<file path="src/rtl/addsub_pkg.sv">
// addsub_pkg: shared width, op encodings and FSM states for the addsub accumulator
package addsub_pkg;
    localparam int WIDTH = 4;
    localparam logic [1:0] OP_ADD = 2'b00;
    localparam logic [1:0] OP_SUB = 2'b01;
    localparam logic [1:0] OP_LOAD = 2'b10;
    localparam logic [1:0] OP_CLEAR = 2'b11;
    typedef enum logic {ST_IDLE, ST_RESP} state_t;
endpackage

</file>
<file path="src/rtl/addsub_accumulator_if.sv">
// addsub_accumulator_if: operation stream in, registered result stream out
interface addsub_accumulator_if #(
    parameter int CNT_W = 8
);
    logic in_valid;
    logic in_ready;
    logic [1:0] in_op;
    logic [addsub_pkg::WIDTH-1:0] in_data;
    logic out_valid;
    logic out_ready;
    logic [addsub_pkg::WIDTH-1:0] acc;
    logic out_co;
    logic out_v;
    logic ovf_sticky;
    logic ovf_clr;
    logic [CNT_W-1:0] op_count;
    modport master (
        output in_valid, in_op, in_data, out_ready, ovf_clr,
        input in_ready, out_valid, acc, out_co, out_v, ovf_sticky, op_count
    );
    modport slave (
        input in_valid, in_op, in_data, out_ready, ovf_clr,
        output in_ready, out_valid, acc, out_co, out_v, ovf_sticky, op_count
    );
endinterface

</file>
<file path="src/rtl/addsub.sv">
// addsub: 4-bit adder/subtractor, S = A + (B ^ M) + M with carry and signed overflow
module addsub (
    input logic [addsub_pkg::WIDTH-1:0] A,
    input logic [addsub_pkg::WIDTH-1:0] B,
    input logic M,
    output logic [addsub_pkg::WIDTH-1:0] S,
    output logic Co,
    output logic V
);
    localparam int W = addsub_pkg::WIDTH;
    logic [W-1:0] bx;
    assign bx = B ^ {W{M}};
    assign {Co, S} = {1'b0, A} + {1'b0, bx} + {{W{1'b0}}, M};
    assign V = (A[W-1] == bx[W-1]) & (S[W-1] != A[W-1]);
endmodule

</file>
<file path="src/rtl/addsub_accumulator.sv">
// addsub_accumulator: valid/ready accumulator wrapped around the addsub datapath
module addsub_accumulator
    import addsub_pkg::*;
#(
    parameter int WIDTH = 4,
    parameter int CNT_W = 8
) (
    input logic clk,
    input logic rst_n,
    addsub_accumulator_if.slave bus
);
    state_t state, state_n;
    logic accept, arith, s_co, s_v, co_q, v_q, sticky_q;
    logic [WIDTH-1:0] s_sum, acc_q;
    logic [CNT_W-1:0] cnt_q;
    assign bus.in_ready = rst_n & ((state == ST_IDLE) | bus.out_ready);
    assign accept = bus.in_valid & bus.in_ready;
    assign arith = ~bus.in_op[1];
    addsub u_addsub (
        .A(acc_q),
        .B(bus.in_data),
        .M(bus.in_op[0]),
        .S(s_sum),
        .Co(s_co),
        .V(s_v)
    );
    // RESP holds until the result is consumed; an accept always lands a fresh result
    always_comb begin
        state_n = state;
        state_n = accept ? ST_RESP : (bus.out_ready ? ST_IDLE : state);
    end
    // state register
    always_ff @(posedge clk or negedge rst_n) begin
        if (!rst_n) state <= ST_IDLE;
        else state <= state_n;
    end
    // result registers and counter update only on an accepted op
    always_ff @(posedge clk or negedge rst_n) begin
        if (!rst_n) begin
            acc_q <= '0;
            co_q <= 1'b0;
            v_q <= 1'b0;
            cnt_q <= '0;
        end else if (accept) begin
            acc_q <= arith ? s_sum : (bus.in_op[0] ? '0 : bus.in_data);
            co_q <= arith & s_co;
            v_q <= arith & s_v;
            cnt_q <= cnt_q + CNT_W'(1);
        end
    end
    // sticky overflow: a new overflow beats a simultaneous clear
    always_ff @(posedge clk or negedge rst_n) begin
        if (!rst_n) sticky_q <= 1'b0;
        else sticky_q <= (accept & arith & s_v) | (sticky_q & ~bus.ovf_clr);
    end
    assign bus.out_valid = (state == ST_RESP);
    assign bus.acc = acc_q;
    assign bus.out_co = co_q;
    assign bus.out_v = v_q;
    assign bus.ovf_sticky = sticky_q;
    assign bus.op_count = cnt_q;
endmodule

</file>
<file path="src/flat_wrapper.sv">
// flat-port wrapper written by rule: the top's interface ports become plain ports
module addsub_accumulator_flat import addsub_pkg::*;
#(
    parameter int WIDTH = 4,
    parameter int CNT_W = 8
)
  (clk, rst_n, bus_in_valid, bus_in_op, bus_in_data, bus_out_ready, bus_ovf_clr, bus_in_ready, bus_out_valid, bus_acc, bus_out_co, bus_out_v, bus_ovf_sticky, bus_op_count);
  addsub_accumulator_if #(.CNT_W(CNT_W)) bus_i ();
  input logic clk;
  input logic rst_n;
  input wire logic [$bits(bus_i.in_valid)-1:0] bus_in_valid;
  input wire logic [$bits(bus_i.in_op)-1:0] bus_in_op;
  input wire logic [$bits(bus_i.in_data)-1:0] bus_in_data;
  input wire logic [$bits(bus_i.out_ready)-1:0] bus_out_ready;
  input wire logic [$bits(bus_i.ovf_clr)-1:0] bus_ovf_clr;
  output wire logic [$bits(bus_i.in_ready)-1:0] bus_in_ready;
  output wire logic [$bits(bus_i.out_valid)-1:0] bus_out_valid;
  output wire logic [$bits(bus_i.acc)-1:0] bus_acc;
  output wire logic [$bits(bus_i.out_co)-1:0] bus_out_co;
  output wire logic [$bits(bus_i.out_v)-1:0] bus_out_v;
  output wire logic [$bits(bus_i.ovf_sticky)-1:0] bus_ovf_sticky;
  output wire logic [$bits(bus_i.op_count)-1:0] bus_op_count;
  assign bus_i.in_valid = bus_in_valid;
  assign bus_i.in_op = bus_in_op;
  assign bus_i.in_data = bus_in_data;
  assign bus_i.out_ready = bus_out_ready;
  assign bus_i.ovf_clr = bus_ovf_clr;
  assign bus_in_ready = bus_i.in_ready;
  assign bus_out_valid = bus_i.out_valid;
  assign bus_acc = bus_i.acc;
  assign bus_out_co = bus_i.out_co;
  assign bus_out_v = bus_i.out_v;
  assign bus_ovf_sticky = bus_i.ovf_sticky;
  assign bus_op_count = bus_i.op_count;
  addsub_accumulator #(.WIDTH(WIDTH), .CNT_W(CNT_W)) u_core (.clk(clk), .rst_n(rst_n), .bus(bus_i));
endmodule
</file>
<file path="config.mk">
export PLATFORM = sky130hd
export DESIGN_NAME = addsub_accumulator_flat
export DESIGN_NICKNAME = d
export VERILOG_FILES = /design/src/rtl/addsub_pkg.sv /design/src/rtl/addsub_accumulator_if.sv /design/src/rtl/addsub.sv /design/src/rtl/addsub_accumulator.sv /design/src/flat_wrapper.sv
export SDC_FILE = /design/constraint.sdc
export NUM_CORES = 1
export LEC_CHECK = 0
export ABC_AREA = 1
export BUFFER_PORTS_ARGS = -buffer_cell sky130_fd_sc_hd__buf_2
export CORE_MARGIN = 1.5
export CORE_UTILIZATION = 46
export DETAILED_ROUTE_END_ITERATION = 6
export PLACE_DENSITY_LB_ADDON = 0.08
export SYNTH_ARGS = -nofsm -noshare
export SYNTH_HDL_FRONTEND = slang
export SYNTH_SLANG_ARGS = --single-unit
</file>
<file path="constraint.sdc">
create_clock -name clk -period 1.3 [get_ports clk]
set_input_delay 0.195 -clock clk [delete_from_list [all_inputs] [get_ports clk]]
set_output_delay 0.195 -clock clk [all_outputs]
set_load 0.01 [all_outputs]
</file>
==> Word-level counts from Yosys, hierarchy flattened <==
Cells that the tools add are included.
{ "word_totals": {"out_inout_bits": 17, "wordCells": 30, "input_bits": 11, "reg_bits": 16} }
{ "classes": {"bitwise": 14, "mux": 4, "addsub": 3, "n_reduce_logical": 1, "n_eq_ne": 2} }
{ "ops": {"columns": ["op", "n"], "rows": [
  ["adder 8 x 1 -> 8 bit (second input constant)", 1],
  ["AND 1 bit", 8],
  ["2-to-1 mux 4 bit", 2],
  ["adder 4 x 4 -> 5 bit", 1],
  ["adder 5 x 1 -> 5 bit", 1],
  ["XOR 4 bit", 1],
  ["NOT 1 bit", 3],
  ["2-to-1 mux 1 bit", 2],
  ["bitwise OR 1 bit", 2],
  ["nonzero test 2 bit", 1],
  ["equality test 1 bit", 1],
  ["!= test 1 bit", 1]
]} }

==> Depth between registers and ports, before layout <==
Gate-level depths: netlist of the first run.
{ "logic_depth": {"ltp_word": 7, "depth_mapped": 12, "depth_no_buf": 12} }

==> By module <==
From an unflattened synthesis of the first run, not the netlist that was laid out.
{ "unflattened": {"cells_unflattened": 132, "hier_area_um2": 1043.5} }
{ "modules_own_cells": {"columns": ["module", "seq_area_each_um2", "instances", "cells_each", "area_per_inst_um2"], "rows": [
  ["addsub_accumulator", 400.4, 1, 106, 840.8],
  ["addsub", 0.0, 1, 26, 202.7]
]} }

==> Worst setup path after synthesis of the first run <==
OpenSTA, ideal clock, no wires.
{ "synth_timing": {"path_type": "input -> register", "from": "input bus_in_op[0]", "to": "register u_core.sticky_q, in the netlist u_core.bus.ovf_sticky", "path_slack_ns": -0.170, "t_arrival_ns": 1.349, "t_required_ns": 1.179, "cell_stages": 10, "n_path_buf": 0, "setup_ns": 0.121, "path_cell_list": "inv_1 -> ha_1 -> inv_1 -> ha_1 -> a21oi_1 -> nand2_1 -> nand2_1 -> nand2_1 -> nand2_1 -> o21ai_1"} }
{ "synth_via": {"elab_chain_len": 7, "word_cells_on_any_way": 8, "cone_classes": "2 x add/sub; 2 x eq/ne; 4 x bitwise"} }
{ "synth_lines": {"columns": ["element", "line_no", "source"], "rows": [
  ["start, declared", "flat_wrapper.sv:12", "input wire logic [$bits(bus_i.in_op)-1:0] bus_in_op;"],
  ["XOR 4 bit", "addsub.sv:12", "assign bx = B ^ {W{M}};"],
  ["adder 4 x 4 -> 5 bit", "addsub.sv:13", "assign {Co, S} = {1'b0, A} + {1'b0, bx} + {{W{1'b0}}, M};"],
  ["adder 5 x 1 -> 5 bit", "addsub.sv:13", null],
  ["!= test 1 bit", "addsub.sv:14", "assign V = (A[W-1] == bx[W-1]) & (S[W-1] != A[W-1]);"],
  ["AND 1 bit (*)", "addsub.sv:14", null],
  ["AND 1 bit (*)", "addsub_accumulator.sv:54", "else sticky_q <= (accept & arith & s_v) | (sticky_q & ~bus.ovf_clr);"],
  ["bitwise OR 1 bit (*)", "addsub_accumulator.sv:54", null],
  ["end signal, assigned", "addsub_accumulator.sv:54", null],
  ["end, declared", "addsub_accumulator.sv:13", "logic accept, arith, s_co, s_v, co_q, v_q, sticky_q;"]
]} }
Mark *: on every way between the ends. The rest lies on a longest branch, timed or not.
A chain may end at the register's enable or synchronous reset.

==> Worst setup path in the final report of the first run <==
{ "layout_timing": {"from": "register u_core.acc_q[1], in the netlist u_core.bus.acc[1]", "to": "register u_core.acc_q[2], in the netlist u_core.bus.acc[2]"} }
{ "layout_via": {"elab_chain_len": 3} }
{ "layout_lines": {"columns": ["element", "line_no", "source"], "rows": [
  ["start, declared", "addsub_accumulator.sv:14", "logic [WIDTH-1:0] s_sum, acc_q;"],
  ["start signal, assigned", "addsub_accumulator.sv:45", "acc_q <= arith ? s_sum : (bus.in_op[0] ? '0 : bus.in_data);"],
  ["adder 4 x 4 -> 5 bit", "addsub.sv:13", null],
  ["adder 5 x 1 -> 5 bit", "addsub.sv:13", null],
  ["2-to-1 mux 4 bit", "addsub_accumulator.sv:45", null]
]} }
Every way passes these cells.

==> out/summary.log, run 1 <==
[flow_run] Max Cap Violations 0
[worst_setup_path] Register-to-Register Setup Slack -0.09 ns
[timing] Final Setup Violations 5
[placement] Port Buf Inserts 27
[worst_setup_path] crit-path max FO 3
[logic_synthesis] Cell variety after synth 23
[floorplan] die width 49.62 um
[worst_setup_path] Crit. Startpoint u_core.bus.acc[1]
[drt] first drt pass iteration count 4
[logic_synthesis] Syn Nets 139
[cells_and_area] final standard cell area without fillers 0.001345 mm^2
[global_routing] via count of the first global-routing pass 876
[logic_synthesis] Synth Instances 118
[cells_and_area] layout overhead on the synthesized area 34.54%
[floorplan] ports placed on the boundary 28
[logic_synthesis] most frequent cells after synthesis 34 x nand2_1, 16 x dfrtp_1, 14 x inv_1
[drt] DRC marker count from the first detailed-route iteration 7
[floorplan] Die Y-Extent 49.62 um
[timing] max-slew violations 0
[timing] Least-Margin Pin Slew 0.3028 ns
[logic_synthesis] Syn. warnings 0
[logic_synthesis] library cell with the largest summed area after synthesis dfrtp_1
[drt] vias per cell 4.777
[logic_synthesis] Yosys reg bits 16
[logic_synthesis] leading cell type by number of instances after synthesis nand2_1
[timing] share of the cycle needed by the critical path after routing 1.070
[cells_and_area] fraction of layout cells with a size suffix above 1 0.3913
[logic_synthesis] share of the yosys chip area belonging to registers 0.4005
[timing] fmax 718.9 MHz
[cells_and_area] number of nets in the layout 183
[logic_synthesis] top area cells in the synthesized netlist dfrtp_1 40%, nand2_1 13%, ha_1 11%, xor2_1 7.0%, inv_1 5.3%
[worst_setup_path] Worst Path Required 1.48 ns
[placement] Placement Cell Area 0.001271 mm^2
[floorplan] row cnt 16
[cts] clock tree buffer depth 2
[cts] TritonCTS buffer count 3
[min_path] HP Class input pin to flop
[worst_setup_path] length in cells of the worst reg-to-reg path 6
[cells_and_area] antenna cells 0
[timing] Final Critical Period 1.391 ns
[outcome] failing checks negative setup slack
[worst_setup_path] timing endpoint of the critical path u_core.bus.acc[2]
[timing] endpoints failing hold 0
[logic_synthesis] proportion of synthesized flip-flops having asynchronous set or reset 1.000
[placement] sum of net half-perimeters after detailed placement 1668 um
[logic_synthesis] Synth Area per Inst 8.472 um^2
[global_routing] first-pass GRT wire length 3512 um
[cts] clock latency on the worst-skew pair 0.29 ns
[worst_setup_path] worst r2r dst u_core.bus.acc[2]
[drt] routed length per instance 11.59 um
[global_routing] number of antenna violations at the first check in global routing 0
[outcome] run status finished, violations left
[logic_synthesis] Netlist Area Pre-Place 999.7 um^2
[drt] total vias in the final route 898
[global_routing] Congestion Overflow GR 0
[worst_setup_path] capturing element type of the critical path flop
[cells_and_area] total of fill cells in the finished design 165
[worst_setup_path] element type at the critical path start flop
[worst_setup_path] worst path arrival time 1.57 ns
[floorplan] core box area 0.002002 mm^2
[logic_synthesis] top-area cell type share of the netlist area 0.4005
[drt] number of remaining DRC errors 0
[power_and_ir_drop] leakage power summed over all cells 0.7342 nW
[logic_synthesis] Synth Flop Type dfrtp_1
[floorplan] effective utilization at floorplan 0.4994
[timing] worst clock skew on the final layout 0.001566 ns
[cts] clock slew seen by the registers of the worst setup and hold paths 0.09 ns
[cts] number of levels in the clock H-tree 1
[logic_synthesis] number of synthesized flops with an enable pin 0
[power_and_ir_drop] Peak VDD IR 0.6983 mV
[timing] max_slew headroom 0.7975
[cts] CTS tree done
[timing] final setup slack of the worst path -0.09094 ns
[cts] Clock Tree Root clkbuf_4
[timing] Fin Hold WS 0.05866 ns
[drt] wire length after detailed routing 2178 um
[global_routing] GRT Overall Usage 0.1878
[drt] number of routed nets with antenna violations 0
[cts] clock sink total 16
[power_and_ir_drop] Final Total Pwr 2.090 mW
[power_and_ir_drop] power per cell area 1554 mW/mm^2
[cells_and_area] final design utilization 0.6719
[timing] setup repair after global routing missed its margin true
[worst_setup_path] critical path class flop to flop
[global_routing] pin count of the biggest net entering global routing 11
[placement] weighted congestion reported at the end of routability-driven placement 0.7900
[floorplan] floorplan die area 0.002462 mm^2
[worst_setup_path] worst reg2reg startpoint u_core.bus.acc[1]
flip-flops by register name (all words and copies together), names as in the netlist:
name                   count
u_core.bus.op_count        8
u_core.bus.out_valid       1
u_core.bus.ovf_sticky      1
u_core.bus.out_v           1
u_core.bus.out_co          1
u_core.bus.acc             4
worst min path at each step:
stage	cells past startpoint	end	start
after CTS	2	u_core.bus.ovf_sticky	bus_ovf_clr
after global placement	1	u_core.bus.op_count[7]	rst_n
after detailed placement	1	u_core.bus.op_count[2]	rst_n
after floorplan	0	u_core.bus.acc[0]	rst_n
after global routing	2	u_core.bus.ovf_sticky	bus_ovf_clr
final	2	u_core.bus.ovf_sticky	bus_ovf_clr
critical path, cell delays in order (launching register included):
cell	delay [ns]
dfrtp_1	0.40
inv_1	0.10
fa_2	0.41
xor2_1	0.16
nand2_1	0.06
o211ai_1	0.09
nand2_1	0.07
logic make-up after synthesis:
group,after synthesis,share of synthesized area
fa+ha+maj,10,0.1327
xor+xnor,9,0.07885
flops,16,0.4005
simple gates,54,0.2491
compound gates,10,0.05756
buf+inv,19,0.08135
cell usage in the layout, fill, tap and decap left out, drive strengths merged:
cell type	n
xnor2	1
dlygate4sd3	1
xor2	8
nor2	10
o21ai	6
nor3	1
o211ai	2
buf	39
nand3	6
inv	18
a21oi	1
nand2	36
dfrtp	16
clkbuf	4
and2	1
fa	1
a211oi	1
ha	9
metal layers:
layer,part of all wire,global-route usage,routed length [um]
met5,0,0,0
met4,0.034,0.1435,75
met3,0.034,0.02121,74
met2,0.51,0.3333,1112
met1,0.42,0.2012,915
layout make-up:
| cell class | instances | area, um^2 | area share |
|---|---|---|---|
| Tap cell | 27 | 33.78 | 0.02512 |
| Timing Repair Buffer | 40 | 235.2 | 0.1749 |
| Sequential cell | 16 | 400.4 | 0.2977 |
| Multi-Input combinational cell | 83 | 569.3 | 0.4233 |
| Clock buffer | 4 | 36.28 | 0.02698 |
| Inverter | 18 | 70.07 | 0.05209 |
stage by stage:
step | TNS, ns | setup slack, ns | std cells
finish | -0.3763 | -0.09094 | 188
global route | -0.8931 | -0.2008 | 188
CTS | -0.3385 | -0.1008 | 188
detailed placement | -1.843 | -0.3255 | 182
global placement | -1.548 | -0.2771 | 182
floorplan | -0.4983 | -0.1120 | 118
power breakdown:
part | internal, mW | switching, mW
clock | 0.171 | 0.161
sequential | 0.647 | 0.158
combinational | 0.449 | 0.504
total | 1.27 | 0.823
timing repair:
action,4_1_cts,5_1_grt
hold buffers,1,0
hold endpoints to repair,11,0
resized for setup,0,4
setup endpoints to repair,5,6
setup buffers,1,0
pin swaps,0,0
No activity file was read; power rests on OpenSTA's default activity.
==> run 2, diff against run 1 <==
==> constraint.sdc (replaced) <==
create_clock -name clk -period 1.3 [get_ports clk]
set_input_delay 0.065 -clock clk [delete_from_list [all_inputs] [get_ports clk]]
set_output_delay 0.065 -clock clk [all_outputs]
set_load 0.01 [all_outputs]
==> run 2 against run 1 <==
Against the previous run: the flow still finishes with violations (negative setup slack); clock skew up 0.0076 ns; clock power fell by 18%; final cell count unchanged; largest power group unchanged.
==> out/summary.log, run 2 (same netlist as run 1, synthesis figures left out) <==
[min_path] number of cells traversed by the worst hold path 4
[global_routing] GRT Overall Usage 0.1925
[cells_and_area] number of flip-flops under the largest register name 8
[power_and_ir_drop] power per cell area 1532 mW/mm^2
[worst_setup_path] crit-path max FO 3
[cells_and_area] number of nets in the layout 183
[global_routing] via count of the first global-routing pass 846
[timing] setup repair after global routing missed its margin true
[drt] number of remaining DRC errors 0
[floorplan] die width 49.62 um
[timing] Final Critical Period 1.389 ns
[worst_setup_path] worst reg2reg startpoint u_core.bus.acc[1]
[worst_setup_path] crit path cell chain inv_1 -> fa_2 -> xor2_1 -> nand2_1 -> o211ai_1 -> nand2_1
[worst_setup_path] Register-to-Register Setup Slack -0.09 ns
[timing] max-slew violations 0
[drt] DRC marker count from the first detailed-route iteration 8
[cells_and_area] antenna cells 0
[worst_setup_path] critical path class flop to flop
[cts] TritonCTS buffer count 3
[min_path] beginning of the worst hold path bus_out_ready
[worst_setup_path] worst path arrival time 1.57 ns
[power_and_ir_drop] Peak VDD IR 0.8102 mV
[cells_and_area] layout overhead on the synthesized area 34.92%
[drt] first drt pass iteration count 3
[outcome] run status finished, violations left
[placement] Port Buf Inserts 27
[min_path] endpoint of the worst hold path u_core.bus.out_valid
[worst_setup_path] stage delay of the slowest cell on the critical path 0.41 ns
[min_path] HP Class input pin to flop
[cts] clock latency on the worst-skew pair 0.28 ns
[floorplan] floorplan die area 0.002462 mm^2
[timing] endpoints failing hold 0
[drt] total vias in the final route 879
[floorplan] ports placed on the boundary 28
[cts] CTS tree done
[floorplan] row cnt 16
[cts] clock slew seen by the registers of the worst setup and hold paths 0.10 ns
[placement] sum of net half-perimeters after detailed placement 1617 um
[worst_setup_path] length in cells of the worst reg-to-reg path 6
[drt] wire length after detailed routing 2150 um
[global_routing] Congestion Overflow GR 0
[worst_setup_path] Worst Path Required 1.48 ns
[cells_and_area] area used by multi-input combinational logic 579.3 um^2
[cells_and_area] area of all sequential standard cells 401.6 um^2
[power_and_ir_drop] leakage power summed over all cells 0.7381 nW
[worst_setup_path] cell with the biggest individual delay on the critical path dfrtp_1
[timing] max_slew headroom 0.5093
[cells_and_area] fraction of layout cells with a size suffix above 1 0.4037
[cts] clock tree buffer depth 2
[timing] Least-Margin Pin Slew 0.7337 ns
[cells_and_area] commonest non-fill, non-tap cell in the layout nand2_1
[cells_and_area] Final Non-Filler Cells 188
[outcome] failing checks negative setup slack
[drt] vias per cell 4.676
[timing] accumulated negative setup slack -0.3572 ns
[floorplan] core box area 0.002002 mm^2
[global_routing] first-pass GRT wire length 3615 um
[timing] worst clock skew on the final layout 0.009203 ns
[global_routing] number of antenna violations at the first check in global routing 0
[cts] number of levels in the clock H-tree 1
[placement] weighted congestion reported at the end of routability-driven placement 0.7562
[timing] share of the cycle needed by the critical path after routing 1.069
[timing] final setup slack of the worst path -0.08907 ns
[worst_setup_path] element type at the critical path start flop
[worst_setup_path] cell mode on critical path nand2_1
[cts] Clock Tree Root clkbuf_4
[timing] fmax 719.9 MHz
[floorplan] Die Y-Extent 49.62 um
[cells_and_area] total of fill cells in the finished design 176
[drt] number of routed nets with antenna violations 0
[floorplan] effective utilization at floorplan 0.4994
[worst_setup_path] capturing element type of the critical path flop
[cells_and_area] highest-count cells in the layout ignoring fill and taps 29 x nand2_1, 27 x buf_2, 15 x dfrtp_1, 12 x inv_1, 11 x buf_4
[worst_setup_path] worst r2r dst u_core.bus.acc[2]
[global_routing] pin count of the biggest net entering global routing 17
[placement] count of placed standard cells including taps 180
[cts] clock sink total 16
[timing] Final Setup Violations 5
[flow_run] Max Cap Violations 0
[drt] routed length per instance 11.44 um
-- run 2: changes by cell type in the layout (fill, tap and decap cells not counted), sizes merged --
cell	previous run	this run
buf	39	38
dlygate4sd3	1	2
-- run 2: worst max-delay path, delay by kind of cell, from the launching register on --
| kind | cells | cell delay (ns) |
|---|---|---|
| flops | 1 | 0.41 |
| xor+xnor | 1 | 0.14 |
| buf+inv | 1 | 0.10 |
| compound gates | 1 | 0.09 |
| fa+ha+maj | 1 | 0.41 |
| simple gates | 2 | 0.13 |
-- run 2: metrics by stage --
stage / util / instance area (um^2) / hold WS, ns / power [mW] / setup WS, ns
CTS: 0.6663 / 1334 / 0.05854 / 2.055 / -0.08151
finish: 0.6738 / 1349 / 0.05881 / 2.066 / -0.08907
global route: 0.6738 / 1349 / 0.07093 / 2.239 / -0.1656
detailed placement: 0.6281 / 1257 / 0.07581 / 1.722 / -0.2647
floorplan: - / 1032 / -0.2306 / 1.349 / -0.1084
global placement: 0.6281 / 1257 / 0.06856 / 1.687 / -0.1907
-- run 2: layout make-up --
cell class / count / share of cell area
multi-input combinational: 83 / 0.4295
inverter: 18 / 0.05195
sequential: 16 / 0.2978
timing repair buffer: 40 / 0.1763
clock buffer: 4 / 0.01948
tap: 27 / 0.02505
-- run 2: how the worst max path moves through the flow --
stage                       from                    end  slack [ns]  depth (start not counted)
2_1_floorplan  u_core.bus.acc[0]      u_core.bus.acc[1]       -0.11                          7
3_3_place_gp        bus_in_op[0]  u_core.bus.ovf_sticky       -0.19                         11
3_5_place_dp        bus_in_op[0]      u_core.bus.acc[3]       -0.26                         13
4_1_cts        u_core.bus.acc[0]      u_core.bus.acc[2]       -0.08                          8
5_1_grt        u_core.bus.acc[2]      u_core.bus.acc[3]       -0.17                          7
6_report       u_core.bus.acc[1]      u_core.bus.acc[2]       -0.09                          6
-- run 2: metal layers --
layer	global-route usage	vias up	wire (um)
met3	0.02727	2	64
met4	0.07407	0	19
li1	-	450	-
met2	0.3533	23	1156
met5	0	-	0
met1	0.2233	404	909
-- run 2: repair_timing --
item                                    CTS  global route
pin swaps                                 7             3
hold endpoints to repair                 17             0
buffers inserted                          1             1
hold buffers                              2             0
endpoints found under the setup margin    5             6
gates resized for setup                   8             2
-- run 2: power breakdown --
group	switching [mW]	internal, mW	leakage [nW]
logic	0.534	0.466	0.526
registers	0.146	0.649	0.197
clock network	0.152	0.119	0.0150
total	0.832	1.23	0.738
==> run 3, diff against run 2 <==
--- a/config.mk
+++ b/config.mk
@@ -10,6 +10,7 @@
 export CORE_MARGIN = 1.5
 export CORE_UTILIZATION = 46
 export DETAILED_ROUTE_END_ITERATION = 6
+export GPL_TIMING_DRIVEN = 0
 export PLACE_DENSITY_LB_ADDON = 0.08
 export SYNTH_ARGS = -nofsm -noshare
 export SYNTH_HDL_FRONTEND = slang
==> run 3 against run 2 <==
Against the previous run: the run still ends with negative setup slack left; die area did not move; final cell count down 4.3%; largest power group unchanged; critical path type unchanged; sequential power grew 2%; highest routed layer unchanged.
==> out/summary.log, run 3 (same netlist as run 1, synthesis figures left out) <==
[drt] first drt pass iteration count 4
[cells_and_area] number of flip-flops under the largest register name 8
[cts] clock latency on the worst-skew pair 0.28 ns
[worst_setup_path] element type at the critical path start flop
[drt] DRC marker count from the first detailed-route iteration 7
[worst_setup_path] Register-to-Register Setup Slack -0.07 ns
[timing] max_slew headroom 0.5276
[floorplan] effective utilization at floorplan 0.4994
[timing] setup repair after global routing missed its margin true
[min_path] HP Class input pin to flop
[cells_and_area] layout overhead on the synthesized area 30.66%
[drt] routed length per instance 10.96 um
[timing] Final Critical Period 1.374 ns
[cells_and_area] final standard cell area without fillers 0.001306 mm^2
[cts] CTS tree done
[cts] number of levels in the clock H-tree 1
[cells_and_area] number of nets in the layout 175
[floorplan] core box area 0.002002 mm^2
[power_and_ir_drop] leakage power summed over all cells 0.6936 nW
[placement] pre-CTS setup slack -0.3097 ns
[outcome] run status finished, violations left
[floorplan] row cnt 16
[cells_and_area] commonest non-fill, non-tap cell in the layout nand2_1
[cts] TritonCTS buffer count 3
[power_and_ir_drop] switching power total 0.8042 mW
[worst_setup_path] capturing element type of the critical path flop
[placement] weighted congestion reported at the end of routability-driven placement 0.7587
[floorplan] die width 49.62 um
[drt] wire length after detailed routing 1973 um
[cts] Clock Tree Root clkbuf_4
[cells_and_area] fraction of layout cells with a size suffix above 1 0.3987
[cells_and_area] total of fill cells in the finished design 177
[timing] Least-Margin Pin Slew 0.7062 ns
[worst_setup_path] worst path arrival time 1.54 ns
[global_routing] via count of the first global-routing pass 861
[power_and_ir_drop] power per cell area 1524 mW/mm^2
[timing] final setup slack of the worst path -0.07441 ns
[cts] clock sink total 16
[placement] Port Buf Inserts 27
[drt] number of remaining DRC errors 0
[timing] share of the cycle needed by the critical path after routing 1.057
[global_routing] first-pass GRT wire length 3525 um
[timing] Final Setup Violations 6
[placement] sum of net half-perimeters after detailed placement 1489 um
[power_and_ir_drop] clock share of power 0.136
[cells_and_area] area used by multi-input combinational logic 593.1 um^2
[drt] number of routed nets with antenna violations 0
[global_routing] pin count of the biggest net entering global routing 17
[power_and_ir_drop] Seq pwr share 0.408
[cells_and_area] highest-count cells in the layout ignoring fill and taps 29 x nand2_1, 27 x buf_2, 15 x dfrtp_1, 11 x inv_1, 8 x xor2_1
[outcome] failing checks negative setup slack
[worst_setup_path] Worst Path Required 1.47 ns
[placement] Placement Cell Area 0.001201 mm^2
[global_routing] number of antenna violations at the first check in global routing 0
[timing] max-slew violations 0
[worst_setup_path] critical path class flop to flop
[cts] clock slew seen by the registers of the worst setup and hold paths 0.09 ns
[global_routing] Congestion Overflow GR 0
[timing] Fin Hold WS 0.07593 ns
[floorplan] floorplan die area 0.002462 mm^2
[power_and_ir_drop] part of the total power dissipated in combinational logic 0.456
[cells_and_area] final design utilization 0.6525
[floorplan] Die Y-Extent 49.62 um
[cells_and_area] area of all sequential standard cells 401.6 um^2
[floorplan] ports placed on the boundary 28
[timing] fmax 727.6 MHz
[power_and_ir_drop] Final Total Pwr 1.991 mW
[power_and_ir_drop] Peak VDD IR 0.6808 mV
[drt] vias per cell 4.783
[global_routing] GRT Overall Usage 0.1887
[cts] clock tree buffer depth 2
[drt] total vias in the final route 861
[worst_setup_path] length in cells of the worst reg-to-reg path 7
[timing] worst clock skew on the final layout 0.002097 ns
[power_and_ir_drop] fraction of power spent switching nets 0.4039
[min_path] number of cells traversed by the worst hold path 4
[flow_run] Max Cap Violations 0
[cells_and_area] antenna cells 0
[power_and_ir_drop] cell internal pwr 1.187 mW
[worst_setup_path] crit-path max FO 2
[timing] endpoints failing hold 0
## run 3: cell types whose count changed in the layout (fill, tap and decap cells not counted), sizes merged
cell	previous run	this run
buf	38	30
## run 3: timing repair
action                                  in CTS  in global routing
cloned                                       0                  0
resized for setup                            9                  4
hold buffers                                 2                  0
endpoints found under the setup margin       6                  6
pin swaps                                    4                  2
endpoints found under the hold margin       17                  0
setup buffers                                1                  1
## run 3: area by class of cell
type,count,share of cell area
buffer,1,0.008621
sequential,16,0.3075
inverter,18,0.05364
clock buffer,4,0.02011
tap,27,0.02586
multi-input combinational,83,0.4540
timing repair buffer,31,0.1303
## run 3: final timing paths
check / from / end
setup / recovery: u_core.bus.acc[0] / u_core.bus.acc[1]
max in group asynchronous: rst_n / u_core.bus.acc[2]
min in group asynchronous: rst_n / u_core.bus.op_count[6]
hold / removal: bus_out_ready / u_core.bus.out_valid
setup reg to reg: u_core.bus.acc[0] / u_core.bus.acc[1]
hold reg to reg: u_core.bus.out_v / u_core.bus.out_v
## run 3: per-stage QoR
stage / std cells / setup TNS [ns]
after floorplan: 118 / -0.1782
after global placement: 172 / -1.062
after detailed placement: 172 / -1.357
after CTS: 179 / -0.1931
after global routing: 180 / -0.6987
final: 180 / -0.2460
## run 3: power groups by stage
stage                     registers [mW]  clock network, mW  logic, mW
after floorplan                    0.879                  0      0.470
after global placement             0.816                  0      0.787
after global routing               0.838              0.304       1.03
after CTS                          0.813              0.282      0.899
final                              0.813              0.270      0.908
after detailed placement           0.823                  0      0.812
## run 3: routing by layer
| layer | vias to the layer above | GRT usage | wire, um |
|---|---|---|---|
| li1 | 440 | - | - |
| met1 | 392 | 0.2155 | 855 |
| met2 | 27 | 0.3289 | 1020 |
| met3 | 2 | 0.03333 | 74 |
| met4 | 0 | 0.1065 | 22 |
| met5 | - | 0 | 0 |
## run 3: critical path: stages (launching register included)
cell and delay, ns:
dfrtp_1 0.37, nand2_1 0.06, nand2_2 0.08, inv_2 0.04, fa_2 0.51, nand2_1 0.04
o211ai_1 0.07, o21ai_1 0.08
